**src/rtl/rsa_asip_pkg.sv**
```systemverilog
// Shared types and sizing for the RSA ASIP execute stage.
package rsa_asip_pkg;

  localparam int DATA_W     = 16;
  localparam int REG_ADDR_W = 4;
  localparam int CNT_W      = $clog2(DATA_W);

  typedef enum logic [1:0] {
    IDLE = 2'd0,
    RUN  = 2'd1,
    DONE = 2'd2
  } state_e;

endpackage

```
**src/rtl/blakley_step.sv**
```systemverilog
// One Blakley iteration: acc_next = (2*acc + (mul_bit ? op_a : 0)) reduced by up to two subtractions of mod_n.
module blakley_step #(
  parameter int WIDTH = 16
) (
  input  logic [WIDTH+1:0] acc,
  input  logic [WIDTH-1:0] op_a,
  input  logic             mul_bit,
  input  logic [WIDTH-1:0] mod_n,
  output logic [WIDTH+1:0] acc_next
);

  localparam int ACC_W = WIDTH + 2;

  logic [ACC_W-1:0] n_ext;
  logic [ACC_W-1:0] addend;
  logic [ACC_W-1:0] t0;
  logic [ACC_W-1:0] t1;
  logic [ACC_W-1:0] t2;

  assign n_ext  = {2'b00, mod_n};
  assign addend = mul_bit ? {2'b00, op_a} : '0;

  // With acc < N and op_a < N the sum stays below 3N, so two reductions suffice.
  assign t0 = (acc << 1) + addend;
  assign t1 = (t0 >= n_ext) ? (t0 - n_ext) : t0;
  assign t2 = (t1 >= n_ext) ? (t1 - n_ext) : t1;

  assign acc_next = t2;

endmodule

```
**src/rtl/mod_mult_unit.sv**
```systemverilog
// Multi-cycle (opA*opB) mod modN, MSB-first, one multiplier bit per clock; done WIDTH+1 cycles after start.
// Optional MODMUL_ERR_CHECK_EN adds err and short-circuits invalid operands straight to DONE.
module mod_mult_unit
  import rsa_asip_pkg::*;
#(
  parameter int WIDTH      = DATA_W,
  parameter int REG_ADDR_W = 4
) (
  input  logic                  clk,
  input  logic                  rst,
  input  logic                  start,
  input  logic [WIDTH-1:0]      opA,
  input  logic [WIDTH-1:0]      opB,
  input  logic [WIDTH-1:0]      modN,
  input  logic [REG_ADDR_W-1:0] destIn,
  output logic                  busy,
  output logic                  done,
  output logic                  wbEn,
  output logic [REG_ADDR_W-1:0] wbDest,
  output logic [WIDTH-1:0]      wbVal
`ifdef MODMUL_ERR_CHECK_EN
  ,
  output logic                  err
`endif
);

  localparam int IDX_W = (WIDTH > 1) ? $clog2(WIDTH) : 1;
  localparam int ACC_W = WIDTH + 2;

  state_e           state;
  logic [ACC_W-1:0] acc;
  logic [ACC_W-1:0] acc_next;
  logic [IDX_W-1:0] bit_idx;
  logic [WIDTH-1:0] op_a_q;
  logic [WIDTH-1:0] op_b_q;
  logic [WIDTH-1:0] mod_n_q;

  blakley_step #(.WIDTH(WIDTH)) u_step (
    .acc      (acc),
    .op_a     (op_a_q),
    .mul_bit  (op_b_q[bit_idx]),
    .mod_n    (mod_n_q),
    .acc_next (acc_next)
  );

`ifdef MODMUL_ERR_CHECK_EN
  logic op_bad;
  assign op_bad = (modN == '0) || (opA >= modN) || (opB >= modN);
`endif

  always_ff @(posedge clk or negedge rst) begin
    if (!rst) begin
      state   <= IDLE;
      busy    <= 1'b0;
      done    <= 1'b0;
      wbEn    <= 1'b0;
      wbDest  <= '0;
      wbVal   <= '0;
      acc     <= '0;
      bit_idx <= '0;
      op_a_q  <= '0;
      op_b_q  <= '0;
      mod_n_q <= '0;
`ifdef MODMUL_ERR_CHECK_EN
      err     <= 1'b0;
`endif
    end else begin
      done <= 1'b0;
      wbEn <= 1'b0;
      case (state)
        IDLE: begin
          if (start) begin
            op_a_q  <= opA;
            op_b_q  <= opB;
            mod_n_q <= modN;
            wbDest  <= destIn;
            acc     <= '0;
            bit_idx <= IDX_W'(WIDTH - 1);
            busy    <= 1'b1;
`ifdef MODMUL_ERR_CHECK_EN
            err     <= op_bad;
            if (op_bad) begin
              state <= DONE;
              done  <= 1'b1;
            end else begin
              state <= RUN;
            end
`else
            state   <= RUN;
`endif
          end
        end
        RUN: begin
          acc <= acc_next;
          if (bit_idx == '0) begin
            state <= DONE;
            done  <= 1'b1;
            wbEn  <= 1'b1;
            wbVal <= acc_next[WIDTH-1:0];
          end else begin
            bit_idx <= bit_idx - 1'b1;
          end
        end
        DONE: begin
          // start is ignored here; the earliest new op is sampled in the following IDLE cycle.
          state <= IDLE;
          busy  <= 1'b0;
        end
        default: begin
          state <= IDLE;
          busy  <= 1'b0;
        end
      endcase
    end
  end

endmodule

```
**config.mk**
```make
export PLATFORM = sky130hd
export DESIGN_NAME = mod_mult_unit
export DESIGN_NICKNAME = d
export VERILOG_FILES = /design/src/rtl/rsa_asip_pkg.sv /design/src/rtl/blakley_step.sv /design/src/rtl/mod_mult_unit.sv
export SDC_FILE = /design/constraint.sdc
export NUM_CORES = 1
export LEC_CHECK = 0
export ABC_CLOCK_PERIOD_IN_PS = 9750
export BUFFER_PORTS_ARGS = -buffer_cell sky130_fd_sc_hd__buf_2
export CORE_UTILIZATION = 39
export DETAILED_ROUTE_END_ITERATION = 10
export PLACE_DENSITY = 0.6
export SYNTH_ARGS = -nofsm -noshare
export SYNTH_HDL_FRONTEND = slang
export SYNTH_HIERARCHICAL = 1
export SYNTH_SLANG_ARGS = --single-unit
```
**constraint.sdc**
```tcl
create_clock -name clk -period 9.75 [get_ports clk]
set_input_delay 1.95 -clock clk [delete_from_list [all_inputs] [get_ports clk]]
set_output_delay 1.95 -clock clk [all_outputs]
set_load 0.01 [all_outputs]
```
Yosys cells after proc, flatten, opt, wreduce, memory -nomap -nowiden:

Index checks and enable logic that the tools add are counted.

* logic and storage cells: 48
* output and inout bits: 23
* bits of input ports: 55
* flip-flop bits (word level): 93

* equal/unequal tests: 4
* reduce and logical (&&, ||, !) cells: 9
* muxes and demuxes: 17
* bitwise gates (word level): 1
* $lt $le $gt $ge: 3
* add/sub/neg operators: 4

Operators with widths (number)
* $ge 18x16->1: 2
* $mux 17: 2
* $pmux 17 s2: 1
* $add 18x16->18: 1
* $mux 18: 1
* $sub 18x16->18: 1
* $sub 17x16->17: 1
* $mux 16: 1
* $reduce_and 2->1: 5
* $mux 4: 2
* $pmux 4 s2: 1
* $ne 2x2->1 const B: 3
* $lt 4x5->1 const B: 1
* $bmux 1 s4: 1
* $logic_not 4->1: 1
* $mux 1: 4
* $mux 2: 2
* $pmux 2 s2: 1
* $sub 4x1->4 const B: 1
* $reduce_and 3->1: 1
* $eq 2x1->1 const B: 1
* $logic_not 2->1: 1
* $pmux 1 s2: 1
* $reduce_bool 2->1: 1
* $not 1->1: 1

Logic depth before layout (Yosys ltp):

Gate-level depths: netlist (run 1).

* depth in word-level cells: 9
* mapped depth: 36

Cells and area by module:

Netlist (run 1), hierarchy kept.

Modules (own cells, without submodules)
* mod_mult_unit: cells each 225, times used 1, area an instance 3699.8 um^2
* blakley_step: cells each 399, times used 1, area an instance 3130.5 um^2

Worst setup path after synthesis (run 1):

OpenSTA, ideal clock, no wires.

* kind: flip-flop to flip-flop
* start point: register bit_idx[0]
* end point: register wbVal[9]
* data arrival time: 7478 ps
* setup time: 125 ps
* data required time: 9625 ps
* path buffers: 3
* cell stages (with the launch flop): 35
* setup slack: 2147 ps
* period minus slack after synthesis: 7603 ps
* cells stage by stage: dfrtp_1 buf_6 mux4_1 mux2i_1 mux2i_1 and2_1 ha_1 fa_1 a211oi_1 nor2_1 o22ai_4 o21bai_1 a21oi_1 xnor2_1 ha_1 and3_1 a211o_1 o22ai_1 nand2b_1 nand3_4 buf_6 mux2_2 ha_1 inv_1 fa_1 a211oi_2 o21ai_1 a2111oi_2 nor3_2 o22ai_2 nor3b_1 o2bb2ai_4 buf_12 mux2_4 mux2_2

* word-level cells in the longest chain between the ends: 8

Ends and longest elaborated chain
* start: declaration: RTL line mod_mult_unit.sv:33 `logic [IDX_W-1:0] bit_idx;`
* start signal: assignment: RTL line mod_mult_unit.sv:78 `bit_idx <= IDX_W'(WIDTH - 1);`
* start signal: assignment: RTL line mod_mult_unit.sv:101 `bit_idx <= bit_idx - 1'b1;`
* $bmux 1 s4 (*): RTL line mod_mult_unit.sv:41 `.mul_bit (op_b_q[bit_idx]),`
* $mux 1 (implied by the code) (*): RTL line mod_mult_unit.sv:41
* $mux 16 (*): RTL line blakley_step.sv:21 `assign addend = mul_bit ? {2'b00, op_a} : '0;`
* $add 18x16->18 (*): RTL line blakley_step.sv:24 `assign t0 = (acc << 1) + addend;`
* $sub 18x16->18 / $ge 18x16->1 (equally long branches): RTL line blakley_step.sv:25 `assign t1 = (t0 >= n_ext) ? (t0 - n_ext) : t0;`
* $mux 18 (*): RTL line blakley_step.sv:25
* $sub 17x16->17 / $ge 18x16->1 (equally long branches): RTL line blakley_step.sv:26 `assign t2 = (t1 >= n_ext) ? (t1 - n_ext) : t1;`
* $mux 17 (*): RTL line blakley_step.sv:26
* via acc_next[9]: RTL line mod_mult_unit.sv:32 `logic [ACC_W-1:0] acc_next;`
* end signal: assignment: RTL line mod_mult_unit.sv:99 `wbVal <= acc_next[WIDTH-1:0];`
* end: declaration: RTL line mod_mult_unit.sv:20 `output logic [WIDTH-1:0] wbVal`

The timed path passes the listed nets; every way through them passes the cells marked *. The select of a mux whose other input is x is not followed.
A chain may end at the register's enable or synchronous reset.

Final worst setup path (run 1):

* start point: register bit_idx[0]
* end point: register wbVal[1]

Same word-level chain as after synthesis.

==> metrics.txt, run 1 <==
first-pass GRT wire length=25800 µm; count of final hold-check violations=0; CTS tree=done; setup bufs post-CTS=0; GR Util met1=24.5%; minimum clock period=8850 ps; fmax=0.113 GHz; top-level port count=78; detailed placement HPWL=12300 µm; setup TNS=0 ps; critical path class=flip-flop to flip-flop; Post-Syn Area=6740 µm²; Residual DRC=0; crit path DAT=9100 ps; chip height=133 µm; Reg2Reg Setup Slack=900 ps; post-CTS resize count=0; Final nets=796; vias=4922; worst reg-to-reg path cell count=31; slowest stage cell on the critical path=mux4_1; WHS Endpoint=busy; worst relative slew slack=31.9%; Mapped Cells=615; initial antenna violation count=0; Worst Tran Pin Value=993 ps; max-cap violations=0; CP Max Fanout=16; Hold Path Stages=1; H-tree depth=3; Critical Path RT=9990 ps; die width=133 µm; Ys Warns=6; routing usage on met3=2.13%; clk slew on worst S/H paths=70 ps; per-cell routed wire length=17.3 µm; Routed Antenna Nets=0; largest net degree at the start of global routing=77; GRT Total Usage=18.7%; Crit path buffers/inverters=1; HP Start=busy; RR Startpoint=bit_idx[0]; Die ar.=17800 µm²; type of the most critical hold path=flip-flop to flip-flop; RSZ-0062 raised after global routing=false; status=finished clean; final wirelength=15900 µm; core outline area=16800 µm²; Initial Utilization=40.2%; critical path's largest stage delay=610 ps; max-slew violations=0; antenna diode count=0; Clock Tree Buf Depth=2; cell family with most CP delay=compound AO/OA/AOI/OAI gates; GRT met2 Usage=31.3%; Post-Syn Nets=721; vias in the first global route=4958; row count=47; Num Clock Sinks=93; hold buffer count at cts=0; vias per cell=5.38; type of element capturing the critical path=flip-flop; IO Port Bufs=77; GP Congestion=0.855; violation count after the first detailed-routing iteration=258; Worst setup SP type=flip-flop; r2r endpoint=wbVal[1]; # setup viols final=0; area delta synth->final=12.8%; final setup skew=8.92 ps; Initial DRT Pass Iterations=4; Synth Area per Inst=11.0 µm²; latest clock arrival within the worst-skew pair=350 ps; GRT Residual Overflow=0; post-route clock period utilization=90.8%; layout cells sized above 1=31.4%; GRT busiest layer=met2; Clk Tree Root Cell=clkbuf_16; number of CTS-inserted buffers=9
-- worst max-delay path by stage --
stage | startpoint | slack, ps | depth (start not counted) | end
floorplan | bit_idx[0] | 2170 | 34 | wbVal[9]
global placement | bit_idx[0] | 1140 | 31 | wbVal[1]
detailed placement | bit_idx[0] | 880 | 31 | wbVal[1]
CTS | bit_idx[0] | 830 | 31 | wbVal[1]
global route | bit_idx[0] | 280 | 31 | wbVal[1]
finish | bit_idx[0] | 900 | 31 | wbVal[1]
-- layer usage --
| metal | vias to the layer above | wire length, µm |
|---|---|---|
| li1 | 2448 | - |
| met3 | 22 | 460 |
| met2 | 97 | 7620 |
| met4 | 0 | 393 |
| met1 | 2355 | 7390 |
| met5 | - | 0 |
-- registers in the layout, indices dropped and copies added, names as in the netlist, 2 cells and up --
name and count:
bit_idx 4, wbVal 16, wbDest 4, op_b_q 16
state 2, acc 17, op_a_q 16, mod_n_q 16
-- cells in the final DEF (no fill, tap or decap), types with 3 or more instances in the layout --
cell type   n
o21a_1     13
inv_1      35
a21boi_0    3
or3_1       4
mux2_4     22
nor4_1      3
nand3_1     5
buf_2      76
a211oi_1    6
a31oi_1     7
dfrtp_1    93
o31a_1      3
xnor2_1    24
fa_1        3
nor2_1     29
mux2i_1     6
a22o_1     18
clkinv_4    3
o21bai_1    5
and2_1     18
nor2b_1     6
mux2_2     76
xor2_1      4
a21o_1     12
and3_1      4
clkbuf_16   9
and4_1      3
o21ai_0    17
nor3_1     10
nand4_1     4
ha_1       48
buf_4       5
o21ai_1     4
nand2_1    19
mux4_1      4
a21oi_1    39
-- layout make-up --
class | instances | area (µm²)
multi-input cells | 470 | 4160
well taps | 220 | 275
flip-flops and latches | 93 | 2330
clock inverters | 7 | 70.1
fillers | 1578 | 9160
repair buffers | 81 | 418
clock buffers | 9 | 225
inverters | 35 | 131
-- stage by stage --
step	area (µm²)	hold slack (ps)	worst slack (ps)	instances	utilization, %
3_5_place_dp	7310	466	875	899	43.6
6_report	7600	476	897	915	45.4
4_1_cts	7600	481	829	915	45.4
5_1_grt	7600	487	283	915	45.4
3_3_place_gp	7310	464	1140	899	43.6
2_1_floorplan	6740	472	2170	615	-
Power of run 1 is left out: the tool's default activity adds up to more than one toggle a clock period on the data nets, which glitch-free logic cannot reach.
==> run 2: changes to the inputs <==
--- a/config.mk
+++ b/config.mk
@@ -9,7 +9,7 @@
 export BUFFER_PORTS_ARGS = -buffer_cell sky130_fd_sc_hd__buf_2
 export CORE_UTILIZATION = 39
 export DETAILED_ROUTE_END_ITERATION = 10
-export PLACE_DENSITY = 0.6
+export PLACE_DENSITY = 0.56
 export SYNTH_ARGS = -nofsm -noshare
 export SYNTH_HDL_FRONTEND = slang
 export SYNTH_HIERARCHICAL = 1
==> run 2 against run 1 <==
  * Largest cell class unchanged
  * Highest routed layer unchanged
  * Via count rose by 1.3%
  * Global-route usage rose by 0.30 points
  * First-iteration DRC count fell by 7.8%
==> metrics.txt, run 2 (synthesis gave the netlist of run 1 again) <==
chip height=133 µm (unchanged); Largest register FFs=17 (unchanged); final setup skew=9.47 ps (was 8.92 ps); cell family with most CP delay=compound AO/OA/AOI/OAI gates (unchanged); core outline area=16800 µm² (unchanged); Crit path buffers/inverters=1 (unchanged); Num Clock Sinks=93 (unchanged); final wirelength=16100 µm (was 15900 µm); critical path class=flip-flop to flip-flop (unchanged); first-pass GRT wire length=26300 µm (was 25800 µm); initial antenna violation count=0 (unchanged); type of element capturing the critical path=flip-flop (unchanged); Critical Path RT=10000 ps (was 9990 ps); Final nets=796 (unchanged); worst reg-to-reg path cell count=31 (unchanged); setup TNS=0 ps (unchanged); vias per cell=5.45 (was 5.38); die width=133 µm (unchanged); IO Port Bufs=77 (unchanged); RR Startpoint=bit_idx[0] (unchanged); GP Congestion=0.886 (was 0.855); type of the most critical hold path=flip-flop to flip-flop (unchanged); RSZ-0062 raised after global routing=false (unchanged); detailed placement HPWL=12600 µm (was 12300 µm); per-cell routed wire length=17.6 µm (was 17.3 µm); setup bufs post-CTS=0 (unchanged); WHS Endpoint=busy (unchanged); commonest non-fill, non-tap cell in the layout=dfrtp_1 (unchanged); crit path DAT=9220 ps (was 9100 ps); r2r endpoint=wbVal[1] (unchanged); area delta synth->final=12.9% (was 12.8%); Residual DRC=0 (unchanged); CP Max Fanout=16 (unchanged); violation count after the first detailed-routing iteration=238 (was 258); row count=47 (unchanged); most frequent cells in the layout=93 x dfrtp_1, 76 x mux2_2, 76 x buf_2, 48 x ha_1, 39 x a21oi_1 (unchanged); Initial DRT Pass Iterations=4 (unchanged); Worst Tran Pin Value=990 ps (was 993 ps); count of final hold-check violations=0 (unchanged); vias=4987 (was 4922); # setup viols final=0 (unchanged); post-CTS resize count=0 (unchanged); Routed Antenna Nets=0 (unchanged); fmax=0.111 GHz (was 0.113 GHz); max-slew violations=0 (unchanged); top-level port count=78 (unchanged); hold buffer count at cts=0 (unchanged); max-cap violations=0 (unchanged); # fillers=1573 (was 1578); Biggest register=acc (unchanged); Clk Tree Root Cell=clkbuf_16 (unchanged); slowest stage cell on the critical path=mux4_1 (unchanged); post-route cell area=7610 µm² (was 7600 µm²); Die ar.=17800 µm² (unchanged); clk slew on worst S/H paths=80 ps (was 70 ps); number of CTS-inserted buffers=9 (unchanged); layout cells sized above 1=31.4% (unchanged); Hold Path Stages=1 (unchanged); critical path's largest stage delay=590 ps (was 610 ps); H-tree depth=3 (unchanged); largest net degree at the start of global routing=68 (was 77); latest clock arrival within the worst-skew pair=360 ps (was 350 ps); GRT Total Usage=19.0% (was 18.7%); Initial Utilization=40.2% (unchanged); antenna diode count=0 (unchanged); Reg2Reg Setup Slack=780 ps (was 900 ps); post-route clock period utilization=92.0% (was 90.8%); Clock Tree Buf Depth=2 (unchanged); worst relative slew slack=32.1% (was 31.9%); minimum clock period=8970 ps (was 8850 ps); Worst setup SP type=flip-flop (unchanged); status=finished clean (unchanged); placed cell area=7310 µm² (unchanged); GRT Residual Overflow=0 (unchanged); HP Start=busy (unchanged); CTS tree=done (unchanged); vias in the first global route=5125 (was 4958)
==> run 2: final cells by class <==
type	count	area, µm²	share of cell area (%)
well taps	220	275	3.62
multi-input cells	470	4160	54.6
clock inverters	7	75.1	0.987
inverters	35	131	1.73
flip-flops and latches	93	2330	30.6
clock buffers	9	225	2.96
repair buffers	81	418	5.49
==> run 2: how the worst max path moves through the flow <==
stage | startpoint | to | slack [ps] | cells after the start
floorplan | bit_idx[0] | wbVal[9] | 2170 | 34
global placement | bit_idx[0] | wbVal[1] | 1090 | 31
detailed placement | bit_idx[0] | wbVal[1] | 870 | 31
CTS | bit_idx[0] | wbVal[1] | 820 | 31
global route | bit_idx[0] | wbVal[1] | 200 | 31
finish | bit_idx[0] | wbVal[1] | 780 | 31
==> run 2: metrics by stage <==
stage               hold WS [ps]  worst slack, ps  std cells  utilization [%]
global placement             463             1090        899             43.6
global route                 518              197        915             45.4
finish                       494              777        915             45.4
detailed placement           472              867        899             43.6
CTS                          491              817        915             45.4
floorplan                    472             2170        615                -
==> run 2: routing by layer <==
metal	track usage, %	vias up	share of wire (%)
li1	-	2450	-
met4	6.12	0	2.1
met1	23.8	2434	46
met2	33.0	80	49
met3	3.27	23	2.6
met5	0	-	0
Power of run 2 is left out for the same reason.
==> run 3: changes to the inputs <==
--- a/config.mk
+++ b/config.mk
@@ -6,10 +6,10 @@
 export NUM_CORES = 1
 export LEC_CHECK = 0
 export ABC_CLOCK_PERIOD_IN_PS = 9750
-export BUFFER_PORTS_ARGS = -buffer_cell sky130_fd_sc_hd__buf_2
 export CORE_UTILIZATION = 39
 export DETAILED_ROUTE_END_ITERATION = 10
-export PLACE_DENSITY = 0.56
+export DONT_BUFFER_PORTS = 1
+export PLACE_DENSITY = 0.52
 export SYNTH_ARGS = -nofsm -noshare
 export SYNTH_HDL_FRONTEND = slang
 export SYNTH_HIERARCHICAL = 1
==> run 3 against run 2 <==
  * Clock skew increased by 5.7 ps
  * Hold slack improved by 11 ps
  * Count of clock-buffer cells in the layout unchanged
  * Fmax increased by 0.57%
  * Critical path depth unchanged
  * Sequential share of layout area increased by 1.6 points
  * Non-clock buffer count decreased by 79
  * Die area unchanged
  * Worst setup slack improved by 51 ps
  * Critical path type unchanged
  * Critical endpoint unchanged
  * Highest routed layer unchanged
==> metrics.txt, run 3 (synthesis gave the netlist of run 1 again) <==
violation count after the first detailed-routing iteration=264 (was 238); GRT Total Usage=18.7% (was 19.0%); slowest stage cell on the critical path=mux4_1 (unchanged); final wirelength=15600 µm (was 16100 µm); vias=4698 (was 4987); Residual DRC=0 (unchanged); clk slew on worst S/H paths=80 ps (about the same); Final nets=717 (was 796); Hold Path Stages=1 (unchanged); layout cells sized above 1=22.6% (was 31.4%); H-tree depth=3 (unchanged); Initial Utilization=40.2% (unchanged); latest clock arrival within the worst-skew pair=360 ps (about the same); GRT Residual Overflow=0 (unchanged); setup bufs post-CTS=0 (unchanged); Routed Antenna Nets=0 (unchanged); initial antenna violation count=0 (unchanged); hold buffer count at cts=0 (unchanged); status=finished clean (unchanged); crit path DAT=9180 ps (was 9220 ps); vias per cell=5.62 (was 5.45); Clock Tree Buf Depth=2 (unchanged); max-slew violations=0 (unchanged); critical path class=flip-flop to flip-flop (unchanged); fmax=0.112 GHz (was 0.111 GHz); antenna diode count=0 (unchanged); minimum clock period=8920 ps (was 8970 ps); Clk Tree Root Cell=clkbuf_16 (unchanged); commonest non-fill, non-tap cell in the layout=dfrtp_1 (unchanged); Post-Place Worst Slack=843 ps (was 867 ps); die width=133 µm (unchanged); core outline area=16800 µm² (unchanged); max-cap violations=0 (unchanged); post-route clock period utilization=91.5% (was 92.0%); Num Clock Sinks=93 (unchanged); count of final hold-check violations=0 (unchanged); Worst setup SP type=flip-flop (unchanged); CP Max Fanout=16 (unchanged); Die ar.=17800 µm² (unchanged); Largest register FFs=17 (unchanged); Reg2Reg Setup Slack=830 ps (was 780 ps); Critical Path RT=10010 ps (was 10000 ps); CTS tree=done (unchanged); IO Port Bufs=0 (was 77); chip height=133 µm (unchanged); worst relative slew slack=33.1% (was 32.1%); critical path's largest stage delay=610 ps (was 590 ps); setup TNS=0 ps (unchanged); Worst Tran Pin Value=975 ps (was 990 ps); post-CTS resize count=0 (unchanged); vias in the first global route=4778 (was 5125); Biggest register=acc (unchanged); final worst slack=828 ps (was 777 ps); Initial DRT Pass Iterations=4 (unchanged); row count=47 (unchanged); largest net degree at the start of global routing=94 (was 68); final setup skew=15.2 ps (was 9.47 ps); GP Congestion=0.879 (was 0.886); detailed placement HPWL=11800 µm (was 12600 µm); type of the most critical hold path=flip-flop to flip-flop (unchanged); most frequent cells in the layout=93 x dfrtp_1, 76 x mux2_2, 48 x ha_1, 39 x a21oi_1, 35 x inv_1 (was 93 x dfrtp_1, 76 x mux2_2, 76 x buf_2, 48 x ha_1, 39 x a21oi_1); per-cell routed wire length=18.6 µm (was 17.6 µm); top-level port count=78 (unchanged); area delta synth->final=7.13% (was 12.9%); worst reg-to-reg path cell count=31 (unchanged); # setup viols final=0 (unchanged); type of element capturing the critical path=flip-flop (unchanged); number of CTS-inserted buffers=9 (unchanged); RSZ-0062 raised after global routing=false (unchanged); first-pass GRT wire length=25700 µm (was 26300 µm)
## run 3: cell count changes in the layout (fill, tap and decap cells not counted), sizes merged
cell and delta:
buf -79, clkinvlp -1, clkinv +4, inv -3
## run 3: final timing paths
path,startpoint,end
worst min register to register,op_b_q[15],op_b_q[15]
worst max register to register,bit_idx[0],wbVal[1]
worst min-delay path,op_b_q[15],op_b_q[15]
min in group asynchronous,rst,mod_n_q[3]
max in group asynchronous,rst,wbVal[5]
worst max-delay path,bit_idx[0],wbVal[1]
## run 3: per-layer routing
layer	vias up	track usage [%]	share of wire, %
met2	92	31.3	49
met1	2296	23.3	44
met3	21	4.49	4.9
met5	-	0	0
met4	0	7.26	2.5
li1	2289	-	-
## run 3: cell type report
type                            instances  area [µm²]
Timing Repair Buffer                    2        15.0
Multi-Input combinational cell        470        4160
Inverter                               35         131
Sequential cell                        93        2330
Clock buffer                            9         225
Clock inverter                          7        91.3
Tap cell                              220         275
Fill cell                            1622        9540
## run 3: worst max-delay path: cells and delay by family, from the launching register on
family,cells,cell delay [ps]
muxes,6,2090
AOI/OAI and AO/OA,11,2530
DFF,1,540
and+or+nand+nor,7,1720
buffers and inverters,1,50
adders and majority gates,5,1630
xor gates and xnor gates,1,250
## run 3: per-stage QoR
step | std cells | hold slack (ps) | instance area [µm²] | util (%)
after detailed placement | 820 | 492 | 6910 | 41.2
after CTS | 836 | 511 | 7220 | 43.1
after global placement | 820 | 491 | 6910 | 41.2
final | 836 | 505 | 7220 | 43.1
after global routing | 836 | 525 | 7220 | 43.1
after floorplan | 615 | 472 | 6740 | -
Power of run 3 is left out for the same reason.
